<file path="src/rtl/simd_bitserial_lane.sv">
// Bit-serial SIMD lane: ADD/SUB/MUL/restoring-DIV advanced one micro-step per accepted start_bit.
// Latency: done_bit drops the edge after start_bit, rises one edge later; requests during EXEC are dropped.
module simd_bitserial_lane #(
  parameter int BIT_WIDTH = 32
) (
  input  logic                         clk,
  input  logic                         reset,
  input  logic                         start_op,
  input  logic                         start_bit,
  input  logic [$clog2(BIT_WIDTH)-1:0] bit_select,
  input  logic [1:0]                   op_code,
  input  logic [BIT_WIDTH-1:0]         a_input,
  input  logic [BIT_WIDTH-1:0]         b_input,
  output logic [BIT_WIDTH-1:0]         result_out,
  output logic                         done_bit,
  output logic                         div_by_zero
);
  localparam int SW = $clog2(BIT_WIDTH);
  localparam logic [1:0] OP_ADD = 2'd0;
  localparam logic [1:0] OP_SUB = 2'd1;
  localparam logic [1:0] OP_MUL = 2'd2;
  localparam logic [1:0] OP_DIV = 2'd3;

  typedef enum logic [1:0] {IDLE, EXEC, DONE} state_t;

  state_t               state;
  logic [BIT_WIDTH-1:0] a_q, b_q, rem_q;
  logic [1:0]           op_q;
  logic [SW-1:0]        sel_q;
  logic                 carry_q;

  logic                 in_range, a_bit, b_bit, sum_bit, carry_nxt, div_ge;
  logic [SW-1:0]        div_idx;
  logic [BIT_WIDTH:0]   r_ext;
  logic [BIT_WIDTH-1:0] rem_nxt, mul_nxt;

  always_comb begin
    in_range  = ({1'b0, sel_q} < (SW+1)'(BIT_WIDTH));
    a_bit     = a_q[sel_q];
    b_bit     = b_q[sel_q] ^ (op_q == OP_SUB);
    sum_bit   = a_bit ^ b_bit ^ carry_q;
    carry_nxt = (a_bit & b_bit) | (a_bit & carry_q) | (b_bit & carry_q);
    mul_nxt   = result_out + (a_q << sel_q);
    // Division walks the dividend MSB-first while indices arrive ascending.
    div_idx   = SW'(BIT_WIDTH - 1) - sel_q;
    r_ext     = {rem_q, a_q[div_idx]};
    div_ge    = (r_ext >= {1'b0, b_q});
    rem_nxt   = div_ge ? (r_ext[BIT_WIDTH-1:0] - b_q) : r_ext[BIT_WIDTH-1:0];
  end

  always_ff @(posedge clk or posedge reset) begin
    if (reset) begin
      state       <= IDLE;
      a_q         <= '0;
      b_q         <= '0;
      rem_q       <= '0;
      op_q        <= OP_ADD;
      sel_q       <= '0;
      carry_q     <= 1'b0;
      result_out  <= '0;
      done_bit    <= 1'b0;
      div_by_zero <= 1'b0;
    end else if (start_op) begin
      // Also aborts an in-flight step: the EXEC update below is skipped.
      state       <= IDLE;
      a_q         <= a_input;
      b_q         <= b_input;
      op_q        <= op_code;
      rem_q       <= '0;
      carry_q     <= (op_code == OP_SUB);
      result_out  <= '0;
      done_bit    <= 1'b0;
      div_by_zero <= (op_code == OP_DIV) && (b_input == '0);
    end else begin
      case (state)
        IDLE, DONE: begin
          if (start_bit) begin
            sel_q    <= bit_select;
            done_bit <= 1'b0;
            state    <= EXEC;
          end
        end
        EXEC: begin
          if (in_range) begin
            case (op_q)
              OP_ADD, OP_SUB: begin
                result_out[sel_q] <= sum_bit;
                carry_q           <= carry_nxt;
              end
              OP_MUL: begin
                if (b_q[sel_q]) result_out <= mul_nxt;
              end
              default: begin
                result_out[div_idx] <= div_ge;
                rem_q               <= rem_nxt;
              end
            endcase
          end
          done_bit <= 1'b1;
          state    <= DONE;
        end
        default: state <= IDLE;
      endcase
    end
  end
endmodule

</file>
<file path="config.mk">
export PLATFORM = sky130hd
export DESIGN_NAME = simd_bitserial_lane
export DESIGN_NICKNAME = d
export VERILOG_FILES = /design/src/rtl/simd_bitserial_lane.sv
export SDC_FILE = /design/constraint.sdc
export NUM_CORES = 1
export LEC_CHECK = 0
export CAP_MARGIN = 25
export CORE_ASPECT_RATIO = 1.2
export CORE_MARGIN = 2
export CORE_UTILIZATION = 25
export CTS_CLUSTER_DIAMETER = 80
export DETAILED_ROUTE_END_ITERATION = 6
export GPL_ROUTABILITY_DRIVEN = 0
export GPL_TIMING_DRIVEN = 0
export SETUP_SLACK_MARGIN = 0.2
export SYNTH_ARGS = -nofsm -noshare
export SYNTH_HDL_FRONTEND = slang
export SYNTH_SLANG_ARGS = --single-unit
</file>
<file path="constraint.sdc">
create_clock -name clk -period 12 [get_ports clk]
set_clock_uncertainty 0.15 [all_clocks]
set_input_delay 1.2 -clock clk [delete_from_list [all_inputs] [get_ports clk]]
set_output_delay 1.2 -clock clk [all_outputs]
set_load 0.005 [all_outputs]
</file>
Yosys cells after proc, flatten, opt, wreduce, memory -nomap -nowiden
Index checks and enable logic that the tools add are counted.
{"block": "classes", "n_eq_ne": 9, "mux": 29, "n_addsub": 3, "n_lt_le_gt_ge": 5, "shift": 1, "bitwise_logic": 9, "reduce_logical": 17}
{"operator": "$mux 32", "count": 7}
{"operator": "$bwmux 32", "count": 2}
{"operator": "$pmux 32 s2", "count": 1}
{"operator": "$ge 33x32->1", "count": 1}
{"operator": "$add 32x32->32", "count": 1}
{"operator": "$logic_not 32->1", "count": 1}
{"operator": "$shl 32x5->32", "count": 1}
{"operator": "$sub 32x32->32", "count": 1}
{"operator": "$bmux 1 s5", "count": 3}
{"operator": "$lt 5x6->1 const B", "count": 2}
{"operator": "$demux 1 s5", "count": 2}
{"operator": "$ge 5x1->1 const B", "count": 2}
{"operator": "$mux 1", "count": 10}
{"operator": "$reduce_and 2->1", "count": 4}
{"operator": "$eq 2x1->1 const B", "count": 3}
{"operator": "$eq 2x2->1 const B", "count": 3}
{"operator": "$ne 3x3->1 const B", "count": 2}
{"operator": "$sub 5x5->5 const A", "count": 1}
{"operator": "$logic_not 2->1", "count": 2}
{"operator": "$mux 2", "count": 2}
{"operator": "$pmux 2 s2", "count": 1}
{"operator": "$reduce_bool 2->1", "count": 2}
{"operator": "$reduce_or 2->1", "count": 2}
{"operator": "$and 1x1->1", "count": 3}
{"operator": "9 further kinds", "count": 14}
{"block": "word_totals", "out_inout_bits": 34, "inputBits": 75, "regBits": 140, "elab_cells": 83}

Logic depth before layout (Yosys ltp)
Gate-level depths: netlist of run 1.
{"block": "logic_depth", "depth_word": 9, "ltp_mapped": 20, "depth_no_buf": 17}

Worst setup path before layout of run 1
Ideal clock, no wire load.
{"block": "synth_path", "path_type": "reg2reg", "startpoint": "reg sel_q[2]", "endpoint": "reg result_out[27]", "path_buffers": 4, "stages_incl_launch_ff": 19, "setup_ns": 0.130, "required_ns": 11.720, "arrival_ns": 4.575, "period_less_slack_ns": 4.855, "slack_ns": 7.145, "path_cell_list": "dfrtp_1 > buf_1 > clkbuf_1 > buf_1 > clkbuf_1 > mux2i_1 > nor2_1 > a21oi_1 > nor2_1 > ha_1 > a21oi_1 > o21ai_0 > a21o_1 > a221o_1 > a31oi_1 > o21ai_0 > o221a_2 > a211oi_1 > o41ai_1"}
{"block": "synth_between", "elab_chain_cells": 9, "elab_cells_between_ends": 31, "cone_classes": "2 x add/sub; 5 x order compare; 1 x eq/ne; 1 x shift; 16 x mux; 3 x bitwise; 3 x reduce/logical"}
{"element": "start: declaration", "line_no": "29", "source": "logic [SW-1:0] sel_q;"}
{"element": "start signal: assignment", "line_no": "78", "source": "sel_q <= bit_select;"}
{"element": "branches (longest 9 deep; another with $ge 33x32->1)"}
{"element": "end signal: indexed assignment", "line_no": "87", "source": "result_out[sel_q] <= sum_bit;"}
{"element": "end signal: assignment", "line_no": "91", "source": "if (b_q[sel_q]) result_out <= mul_nxt;"}
{"element": "end signal: indexed assignment", "line_no": "94", "source": "result_out[div_idx] <= div_ge;"}
{"element": "end: declaration", "line_no": "14", "source": "output logic [BIT_WIDTH-1:0] result_out,"}
Parallel ways; which one is timed is not known. The select of a mux whose other input is x is not followed.
A chain may end at the register's enable or synchronous reset.

Final worst setup path of run 1
Ends and elaborated chain as after synthesis.

==> results of run 1 <==
## through the flow
step	cells	hold slack, ns
2_1_floorplan	1452	0.324
3_3_place_gp	2196	0.342
3_5_place_dp	2197	0.356
4_1_cts	2229	0.372
5_1_grt	2229	0.407
6_report	2229	0.373
## critical path: stages (launching register included)
cell      delay, ns
dfrtp_1        0.50
buf_1          0.47
clkbuf_1       0.44
buf_1          0.51
clkbuf_1       0.53
mux2i_1        0.33
nor2_1         0.06
a21oi_1        0.16
nor2_1         0.07
ha_1           0.38
a21oi_1        0.18
o21ai_0        0.10
a21o_1         0.18
a221o_1        0.35
a31oi_1        0.66
o21ai_0        0.33
o221a_2        0.36
a211oi_1       0.29
o41ai_1        0.13
## power by group through the flow
| stage | clock, mW | sequential [mW] | combinational [mW] |
|---|---|---|---|
| 4_1_cts | 0.565 | 0.588 | 1.01 |
| 5_1_grt | 0.585 | 0.594 | 1.11 |
| 3_5_place_dp | 0 | 0.596 | 1.01 |
| 3_3_place_gp | 0 | 0.594 | 0.989 |
| 2_1_floorplan | 0 | 0.565 | 0.678 |
| 6_report | 0.559 | 0.589 | 1.04 |
## metal layers
layer | track usage | part of all wire
met1 | 0.228 | 0.39
met2 | 0.299 | 0.47
met3 | 0.0384 | 0.095
met4 | 0.0954 | 0.053
met5 | 0 | 0
## worst max path at each step
stage          depth (start not counted)  startpoint              to
4_1_cts                               18    sel_q[2]  result_out[27]
5_1_grt                               18    sel_q[2]  result_out[31]
2_1_floorplan                          1       reset          a_q[0]
3_3_place_gp                           2       reset  result_out[14]
6_report                              18    sel_q[2]  result_out[27]
3_5_place_dp                          18    sel_q[2]  result_out[31]
## logic make-up (layout without fill, tap and decap cells)
logic type / after synthesis / in the layout / share of synthesized area
AOI/OAI and AO/OA: 454 / 454 / 0.225
xor gates and xnor gates: 44 / 44 / 0.0320
DFF: 140 / 140 / 0.285
and+or+nand+nor: 440 / 440 / 0.164
muxes: 164 / 164 / 0.178
adders and majority gates: 66 / 66 / 0.0690
buffers and inverters: 144 / 284 / 0.0459
## synth_stat cells (all sizes together), types with 15 or more instances
master / number / area [um^2]
mux2: 56 / 631
a21oi: 117 / 586
nor3: 19 / 100
nand3: 30 / 150
dfrtp: 140 / 3500
a21o: 20 / 150
mux4: 37 / 852
a31oi: 15 / 93.8
clkbuf: 65 / 244
mux2i: 71 / 711
xor2: 16 / 140
o21ai: 166 / 831
nand2: 146 / 548
a211oi: 16 / 120
buf: 23 / 110
ha: 63 / 788
nor2: 139 / 522
inv: 56 / 210
and2: 16 / 100
xnor2: 28 / 253
## cell usage in the layout (no fill, tap or decap), types with 15 or more instances in the layout
master | netlist | layout
o21ai_0 | 166 | 166
nor2_1 | 139 | 139
nand3_1 | 30 | 30
mux2i_1 | 71 | 71
inv_1 | 55 | 54
a31oi_1 | 15 | 15
nor3_1 | 18 | 18
clkbuf_1 | 65 | 66
mux4_2 | 32 | 32
dfrtp_1 | 140 | 140
mux2_2 | 56 | 56
and2_1 | 16 | 16
clkdlybuf4s50_1 | 0 | 107
a21oi_1 | 117 | 117
clkbuf_16 | 0 | 17
ha_1 | 63 | 63
a211oi_1 | 16 | 16
xor2_1 | 16 | 16
a21o_1 | 20 | 20
xnor2_1 | 27 | 27
nand2_1 | 146 | 146
## registers in the layout (all words and copies together) (netlist names)
register / cells
a_q: 32
b_q: 32
carry_q: 1
div_by_zero: 1
done_bit: 1
op_q: 2
rem_q: 32
result_out: 32
sel_q: 5
state: 2
## area by class of cell
type,count,area share
plain buffers,88,0.0239
clock buffers,19,0.0299
clock inverters,13,0.0107
inverters,56,0.0145
multi-input cells,1168,0.556
flip-flops and latches,140,0.237
well taps,637,0.0539
repair buffers,108,0.0742
==> metrics.md, run 1 <==
| Metric | Value |
|---|---|
| Status | finished, final reports clean |
| DR vias | about 12000 |
| DP Area | around 0.014 mm^2 |
| Min-delay src | rem_q[15] |
| Vias in the first global route | between 10000 and 15000 |
| Pins Over Slew Limit | 0 |
| Clock Power Share | 0.256 |
| Io pins | around 110 |
| Final worst path period share | 0.530 |
| Pleak | a little over 6 nW |
| Mapped cell area | 0.0123 mm^2 |
| Design area | about 0.015 mm^2 |
| Fill cells | 5093 |
| Setup Viol. Count Final | 0 |
| Synth unique cells | 70 |
| Initial antenna violation count | 0 |
| EDFF count, synth | 0 |
| H-Tree Depth | 4 |
| Maximum fanout along the worst path | 10 |
| Post-CTS Setup Inserts | 0 |
| Post-Syn Area per Cell | around 8.5 um^2 |
| Final WS setup | 5.64 ns |
| PwrDens | about 150 mW/mm^2 |
| Cts hold-fix bufs | 0 |
| Ratio of cells with drive above 1 in the final layout | 0.0955 |
| Nets@finish | between 1500 and 2000 |
| Critical R2R Capture | result_out[27] |
| Ys Warns | 0 |
| Max Cap Viol | 0 |
| Area delta synth->final | 20.3% |
| Syn_nets | between 1500 and 2000 |
| Async set or reset register ratio after synthesis | 1.00 |
| Hold path depth | 2 |
| Die height | ~250 um |
| Fin util | 0.303 |
| Setup crit end kind | flip-flop |
| GR Util All Layers | 0.184 |
| Slew HR | 0.291 |
| Ant diodes | 0 |
| Hold Crit Endpoint | rem_q[15] |
| Crit Path Category | flip-flop to flip-flop |
| Clk_lat worst skew | about 0.45 ns |
| CTS tree | yes |
| Gate Count Post-Synth | ~1500 |
| Reg2Reg Depth | 18 |
| Port bufs | between 100 and 150 |
| Combinational power share | 0.474 |
| Hold Crit Class | flip-flop to flip-flop |
| Clk slew on worst S/H paths | about 0.080 ns |
| Critical Path Source Type | flip-flop |
| DP Wirelength | approximately 36000 um |
| TNS Setup | 0 ns |
| DIE AREA | 0.0510 mm^2 |
| First-pass GRT wire length | 71200 um |
| Num Clock Sinks | 140 |
| R2R Setup Slk | 5.64 ns |
| Drt wl/cell | ~21 um |
| Post-place setup slack | just under 6 ns |
| FF+latch area | ~0.0035 mm^2 |
| Main synth FF type | dfrtp_1 |
| Core Footprint | approximately 0.049 mm^2 |
| RSZ-0062 raised after global routing | false |
| Die Wd | between 200 and 250 um |
| Sw Ratio | 0.428 |
| Antenna-violating nets left | 0 |
| Final min period | 6.36 ns |
| Worst slew pin tran | approximately 1.1 ns |
| Drt drc | 0 |
| Crit path required time | 12.16 ns |
| Pin count of the biggest net entering global routing | 76 |
| Initial Util | 0.251 |
| Sw Pwr | 0.936 mW |
| Multi-input logic area | 0.00823 mm^2 |
| Power Total | roughly 2.2 mW |
| Hold Vio Cnt, Final | 0 |
| Fmax | between 0.15 and 0.2 GHz |
| Row count | between 80 and 90 |
| Detailed-route vias per instance | about 5.6 |
| Seq/Total Area, Yosys | 0.285 |
| Clock root buffer master | clkbuf_16 |
| Worst path arrival time | 6.52 ns |
| P_int | roughly 1.2 mW |
| Worst vdd ir | 0.119 mV |
| Grt ovf | 0 |
| Final wirelength | about 47000 um |
| Initial DRC count | ~1400 |
| CTS max path bufs | 2 |
| Register bit total from synthesis | 140 |
| Sequential share of power | 0.270 |
| TritonRoute pass-1 iters | 5 |
| CTS buffer count | 17 |
| Post-CTS sizing | 0 |
| R2r startpoint | sel_q[2] |
Note: power is estimated with default switching activity, not from simulation.
==> inputs of run 2 (changes only) <==
==> constraint.sdc (replaced) <==
create_clock -name clk -period 5.72 [get_ports clk]
set_clock_uncertainty 0.15 [all_clocks]
set_input_delay 0.572 -clock clk [delete_from_list [all_inputs] [get_ports clk]]
set_output_delay 0.572 -clock clk [all_outputs]
set_load 0.005 [all_outputs]
==> run 2 against run 1 <==
Compared with the run above: via count about the same; critical path depth unchanged; fmax grew 19%; worst setup slack got worse by 5.3 ns; clock-buffer cell count did not move; global-route usage barely moved; routed wire length rose by 0.41%; clock power increased by 110%.
==> metrics.md, run 2 (synthesis results as in run 1) <==
| Metric | Value |
|---|---|
| Sequential share of power | 0.269 |
| Sw Pwr | 1.97 mW |
| CTS tree | yes |
| H-Tree Depth | 4 |
| Row count | between 80 and 90 |
| Pleak | 6.10 nW |
| Initial antenna violation count | 0 |
| Hold Crit Endpoint | rem_q[15] |
| Port bufs | about 110 |
| Slew HR | 0.301 |
| Maximum fanout along the worst path | 10 |
| Reg2Reg Depth | 18 |
| Ratio of cells with drive above 1 in the final layout | 0.105 |
| Worst slew pin tran | ~1.0 ns |
| DR vias | approximately 12000 |
| Max Cap Viol | 0 |
| PwrDens | a little over 300 mW/mm^2 |
| GR Util All Layers | 0.184 |
| Clock root buffer master | clkbuf_16 |
| Min-delay src | rem_q[15] |
| Die height | about 250 um |
| Pins Over Slew Limit | 0 |
| Met3 WL post-DR | 4140 um |
| Critical R2R Capture | result_out[30] |
| First-pass GRT wire length | about 71000 um |
| CTS max path bufs | 2 |
| Core Footprint | ~0.05 mm^2 |
| Post-CTS Setup Inserts | 0 |
| Setup crit end kind | flip-flop |
| DP Wirelength | about 36000 um |
| Crit path required time | between 5 and 6 ns |
| Most common cell after layout, fill and taps aside | o21ai_0 |
| Num Clock Sinks | between 100 and 150 |
| Combinational power share | 0.477 |
| Detailed-route vias per instance | 5.60 |
| Met2 wire len | ~22000 um |
| CTS buffer count | 17 |
| Drt drc | 0 |
| Pin count of the biggest net entering global routing | 76 |
| Sw Ratio | 0.428 |
| Final min period | 5.37 ns |
| Initial Util | 0.251 |
| Final wirelength | around 47000 um |
| Power Total | about 4.6 mW |
| Most frequent cells in the layout | o21ai_0, nand2_1, dfrtp_1 |
| Worst vdd ir | between 0.2 and 0.25 mV |
| Die Wd | approximately 210 um |
| Antenna-violating nets left | 0 |
| TritonRoute pass-1 iters | 6 |
| Cts hold-fix bufs | 0 |
| Setup Viol. Count Final | 0 |
| Crit Path Category | flip-flop to flip-flop |
| Vias in the first global route | ~12000 |
| Hold path depth | 2 |
| Clk slew on worst S/H paths | around 0.070 ns |
| Clk_lat worst skew | ~0.45 ns |
| Worst path arrival time | 5.56 ns |
| DIE AREA | ~0.051 mm^2 |
| Hold Vio Cnt, Final | 0 |
| Initial DRC count | 1400 |
| P_int | roughly 2.6 mW |
| Grt ovf | 0 |
| Area delta synth->final | 20.8% |
| Nets@finish | about 1700 |
| R2r startpoint | sel_q[1] |
| Critical Path Source Type | flip-flop |
| Final worst path period share | 0.938 |
| Drt wl/cell | about 21 um |
| Io pins | about 110 |
| Status | finished, final reports clean |
| M1 wire length | approximately 18000 um |
| RSZ-0062 raised after global routing | true |
| R2R Setup Slk | 0.35 ns |
| Hold Crit Class | flip-flop to flip-flop |
| Fmax | 0.186 GHz |
| WHS | 0.372 ns |
| Max Used Layer | met4 |
| Clock Power Share | 0.254 |
==> run 2: cell types whose count changed in the layout (fill, tap and decap cells not counted), moves of 2 or more <==
cell	delta
buf_4	+2
clkbuf_1	-7
buf_1	-4
clkbuf_2	+6
clkbuf_4	+2
==> run 2: how the worst max path moves through the flow <==
| stage | from | cells after the start | to | slack (ns) |
|---|---|---|---|---|
| 2_1_floorplan | sel_q[2] | 18 | result_out[27] | 0.86 |
| 3_3_place_gp | reset | 2 | result_out[14] | -0.93 |
| 3_5_place_dp | sel_q[2] | 18 | result_out[31] | -0.39 |
| 4_1_cts | sel_q[0] | 18 | result_out[27] | 0.25 |
| 5_1_grt | sel_q[1] | 18 | result_out[30] | 0.15 |
| 6_report | sel_q[1] | 18 | result_out[30] | 0.35 |
==> run 2: critical path, cell delays in order (launching register included) <==
cell	delay (ns)
dfrtp_1	0.31
buf_2	0.31
buf_2	0.33
buf_1	0.51
mux4_2	0.42
mux2i_1	0.21
nor2_1	0.06
a21oi_1	0.21
nor2_1	0.09
ha_1	0.37
and2_1	0.25
and3_1	0.22
a22oi_2	0.22
nand2_1	0.08
or4b_1	0.58
nand4_1	0.23
a311oi_1	0.16
or3_1	0.37
and3b_1	0.18
==> run 2: area by class of cell <==
class                   instances  area (um^2)
plain buffers                  88          378
diodes                          1         2.50
repair buffers                108         1100
clock buffers                  19          443
inverters                      56          215
fillers                      5090        34000
multi-input cells            1168         8260
flip-flops and latches        140         3500
well taps                     637          797
clock inverters                13          158
==> run 2: through the flow <==
stage                     area, um^2   util  TNS [ns]  instances  setup slack [ns]
after global placement         14200  0.290   -128.36       2196            -0.931
after global routing           14800  0.304         0       2229             0.154
after detailed placement       14200  0.290     -1.85       2197            -0.386
after CTS                      14800  0.303         0       2229             0.245
final                          14900  0.304         0       2230             0.354
after floorplan                12300      -         0       1452             0.865
==> run 2: power by group through the flow <==
| stage | logic (mW) | clock network, mW | registers [mW] |
|---|---|---|---|
| 2_1_floorplan | 1.42 | 0 | 1.19 |
| 3_3_place_gp | 2.07 | 0 | 1.25 |
| 3_5_place_dp | 2.11 | 0 | 1.25 |
| 4_1_cts | 2.13 | 1.18 | 1.23 |
| 5_1_grt | 2.35 | 1.23 | 1.25 |
| 6_report | 2.19 | 1.17 | 1.24 |
==> run 2: layer usage <==
layer,track usage,vias up
met4,0.0958,0
met5,0,-
met1,0.229,6032
li1,-,5613
met3,0.0384,150
met2,0.299,693
==> run 2: what timing repair did <==
action,CTS,global route
cloned,0,0
hold endpoints to repair,0,0
gates resized for setup,10,17
endpoints found under the setup margin,15,39
==> inputs of run 3 (changes only) <==
--- a/config.mk
+++ b/config.mk
@@ -8,11 +8,12 @@
 export CAP_MARGIN = 25
 export CORE_ASPECT_RATIO = 1.2
 export CORE_MARGIN = 2
-export CORE_UTILIZATION = 25
+export CORE_UTILIZATION = 30
 export CTS_CLUSTER_DIAMETER = 80
 export DETAILED_ROUTE_END_ITERATION = 6
 export GPL_ROUTABILITY_DRIVEN = 0
 export GPL_TIMING_DRIVEN = 0
+export PLACE_DENSITY = 0.46
 export SETUP_SLACK_MARGIN = 0.2
 export SYNTH_ARGS = -nofsm -noshare
 export SYNTH_HDL_FRONTEND = slang
==> run 3 against run 2 <==
Compared with the run above: worst setup slack better by 0.076 ns; fmax is 1.4% higher; power is 2.2% higher; critical path depth stayed put; cell count is 4.3% lower; routed wire length is 5.2% higher; register-to-register slack better by 0.08 ns; via count is 2.3% lower; final area is 0.19% lower; die area is 16% lower; combinational power is 2% higher; critical path type unchanged; critical endpoint is now rem_q[28].
==> metrics.md, run 3 (synthesis results as in run 1) <==
| Metric | Value |
|---|---|
| Clk slew on worst S/H paths | approximately 0.070 ns |
| Placed instance count | 2100 |
| Pins Over Slew Limit | 0 |
| Core Footprint | slightly above 0.04 mm^2 |
| DIE AREA | between 0.04 and 0.05 mm^2 |
| Final wirelength | just under 50000 um |
| Hold Crit Class | primary input to async pin |
| Num Clock Sinks | 140 |
| Setup Viol. Count Final | 0 |
| Vias in the first global route | around 12000 |
| Initial DRC count | 947 |
| DR vias | 12203 |
| Io pins | ~110 |
| RSZ-0062 raised after global routing | false |
| Die Wd | around 190 um |
| Status | finished, final reports clean |
| Final worst path period share | 0.925 |
| Slew HR | 0.337 |
| Clock root buffer master | clkbuf_16 |
| Antenna-violating nets left | 0 |
| H-Tree Depth | 4 |
| R2r startpoint | sel_q[0] |
| Initial Util | 0.303 |
| PwrDens | approximately 320 mW/mm^2 |
| Crit path required time | around 5.9 ns |
| Final min period | around 5.3 ns |
| First-pass GRT wire length | 75300 um |
| DP Wirelength | ~39000 um |
| CP most frequent cell | mux2_2 |
| Crit Path Category | flip-flop to flip-flop |
| Area delta synth->final | 20.6% |
| Fin cells | ~2100 |
| TNS Setup | 0 ns |
| Power Total | between 4 and 5 mW |
| Ratio of cells with drive above 1 in the final layout | 0.111 |
| Critical Path Source Type | flip-flop |
| Hold Vio Cnt, Final | 0 |
| CTS max path bufs | 2 |
| Worst slew pin tran | slightly below 1 ns |
| Drt drc | 0 |
| Detailed-route vias per instance | roughly 5.7 |
| WHS | around 0.35 ns |
| Port bufs | 107 |
| Critical Path Slowest Stage Cell | mux4_2 |
| Nets@finish | 1724 |
| Pleak | just over 6 nW |
| CP Launch Point | sel_q[0] |
| CTS buffer count | 17 |
| Most frequent cells in the layout | o21ai_0, nand2_1, dfrtp_1 |
| Die height | ~230 um |
| Most common cell after layout, fill and taps aside | o21ai_0 |
| Max Cap Viol | 0 |
| Fmax | 0.189 GHz |
| CTS tree | yes |
| Max incr delay on CP | approximately 0.6 ns |
| Reg2Reg Depth | 18 |
| Clk_lat worst skew | approximately 0.47 ns |
| Final WS setup | ~0.43 ns |
| Setup crit end kind | flip-flop |
| GR Util All Layers | 0.235 |
| TritonRoute pass-1 iters | 5 |
| Cell Chain, Critical Path | buf_6 -> mux2i_1 -> mux2_2 -> mux2_2 -> mux4_2 -> ha_1 -> nor2b_1 -> o2111ai_1 -> a31o_2 -> a21oi_1 -> or2_2 -> a31oi_1 -> clkbuf_2 -> and2_1 -> buf_2 -> clkbuf_4 -> a32oi_1 -> o21ai_0 |
| Row count | slightly above 80 |
| R2R Setup Slk | about 0.43 ns |
| Critical R2R Capture | rem_q[28] |
| Post-place setup slack | -0.563 ns |
| Initial antenna violation count | 0 |
| CP Capture Point | rem_q[28] |
| Worst path arrival time | 5.45 ns |
| Maximum fanout along the worst path | 10 |
| Drt wl/cell | between 20 and 25 um |
| Worst vdd ir | between 0.2 and 0.25 mV |
| Pin count of the biggest net entering global routing | 49 |
| Grt ovf | 0 |
[run 3: cell count changes in the layout (fill, tap and decap cells not counted), sizes merged]
cell | before | now
bufinv | 2 | 4
clkbuf | 85 | 86
inv | 61 | 58
buf | 23 | 24
clkinvlp | 3 | 2
clkinv | 3 | 6
[run 3: cell type report]
cell class / count / area, um^2
repair buffers: 112 / 1150
flip-flops and latches: 140 / 3500
fillers: 4200 / 25800
plain buffers: 88 / 393
inverters: 56 / 215
clock buffers: 17 / 425
multi-input cells: 1168 / 8270
diodes: 1 / 2.50
well taps: 539 / 674
clock inverters: 14 / 194
[run 3: per-layer routing]
metal | vias to the layer above | track usage | share of wire
met5 | - | 0 | 0
met4 | 0 | 0.110 | 0.045
met3 | 96 | 0.0393 | 0.048
met2 | 408 | 0.413 | 0.50
met1 | 6053 | 0.280 | 0.41
li1 | 5646 | - | -
[run 3: per-stage QoR]
stage	area, um^2	util
6_report	14800	0.365
5_1_grt	14800	0.365
4_1_cts	14800	0.363
3_5_place_dp	14100	0.347
3_3_place_gp	14000	0.345
2_1_floorplan	12300	-
[run 3: critical path, delay by kind of cell, from the launching register on]
kind,cells,cell delay [ns]
adder cells (fa/ha/maj),1,0.26
AO/OA/AOI/OAI,6,1.15
buffers and inverters,4,1.01
flip-flops,1,0.48
AND/OR/NAND/NOR,3,0.60
multiplexers,4,1.46
[run 3: repair_timing]
action / CTS / global route
hold buffers: 0 / 0
resized for setup: 20 / 14
setup buffers: 0 / 3
pin swaps: 0 / 2
setup endpoints to repair: 42 / 29
[run 3: worst min-delay path by stage]
stage          slack [ns]  cells after the start   endpoint  startpoint
2_1_floorplan        0.32                      2  rem_q[14]   rem_q[14]
3_3_place_gp         0.35                      2   rem_q[6]    rem_q[6]
3_5_place_dp         0.35                      2  rem_q[29]   rem_q[29]
4_1_cts              0.37                      2    b_q[10]       reset
5_1_grt              0.41                      2   rem_q[6]    rem_q[6]
6_report             0.35                      2    b_q[10]       reset
[run 3: power by group]
part / leakage [nW] / total, mW / switching [mW] / internal (mW)
Clock: 0.299 / 1.22 / 0.496 / 0.728
Sequential: 1.79 / 1.23 / 0.140 / 1.09
Combinational: 4.07 / 2.24 / 1.35 / 0.889
Total: 6.15 / 4.70 / 1.99 / 2.71
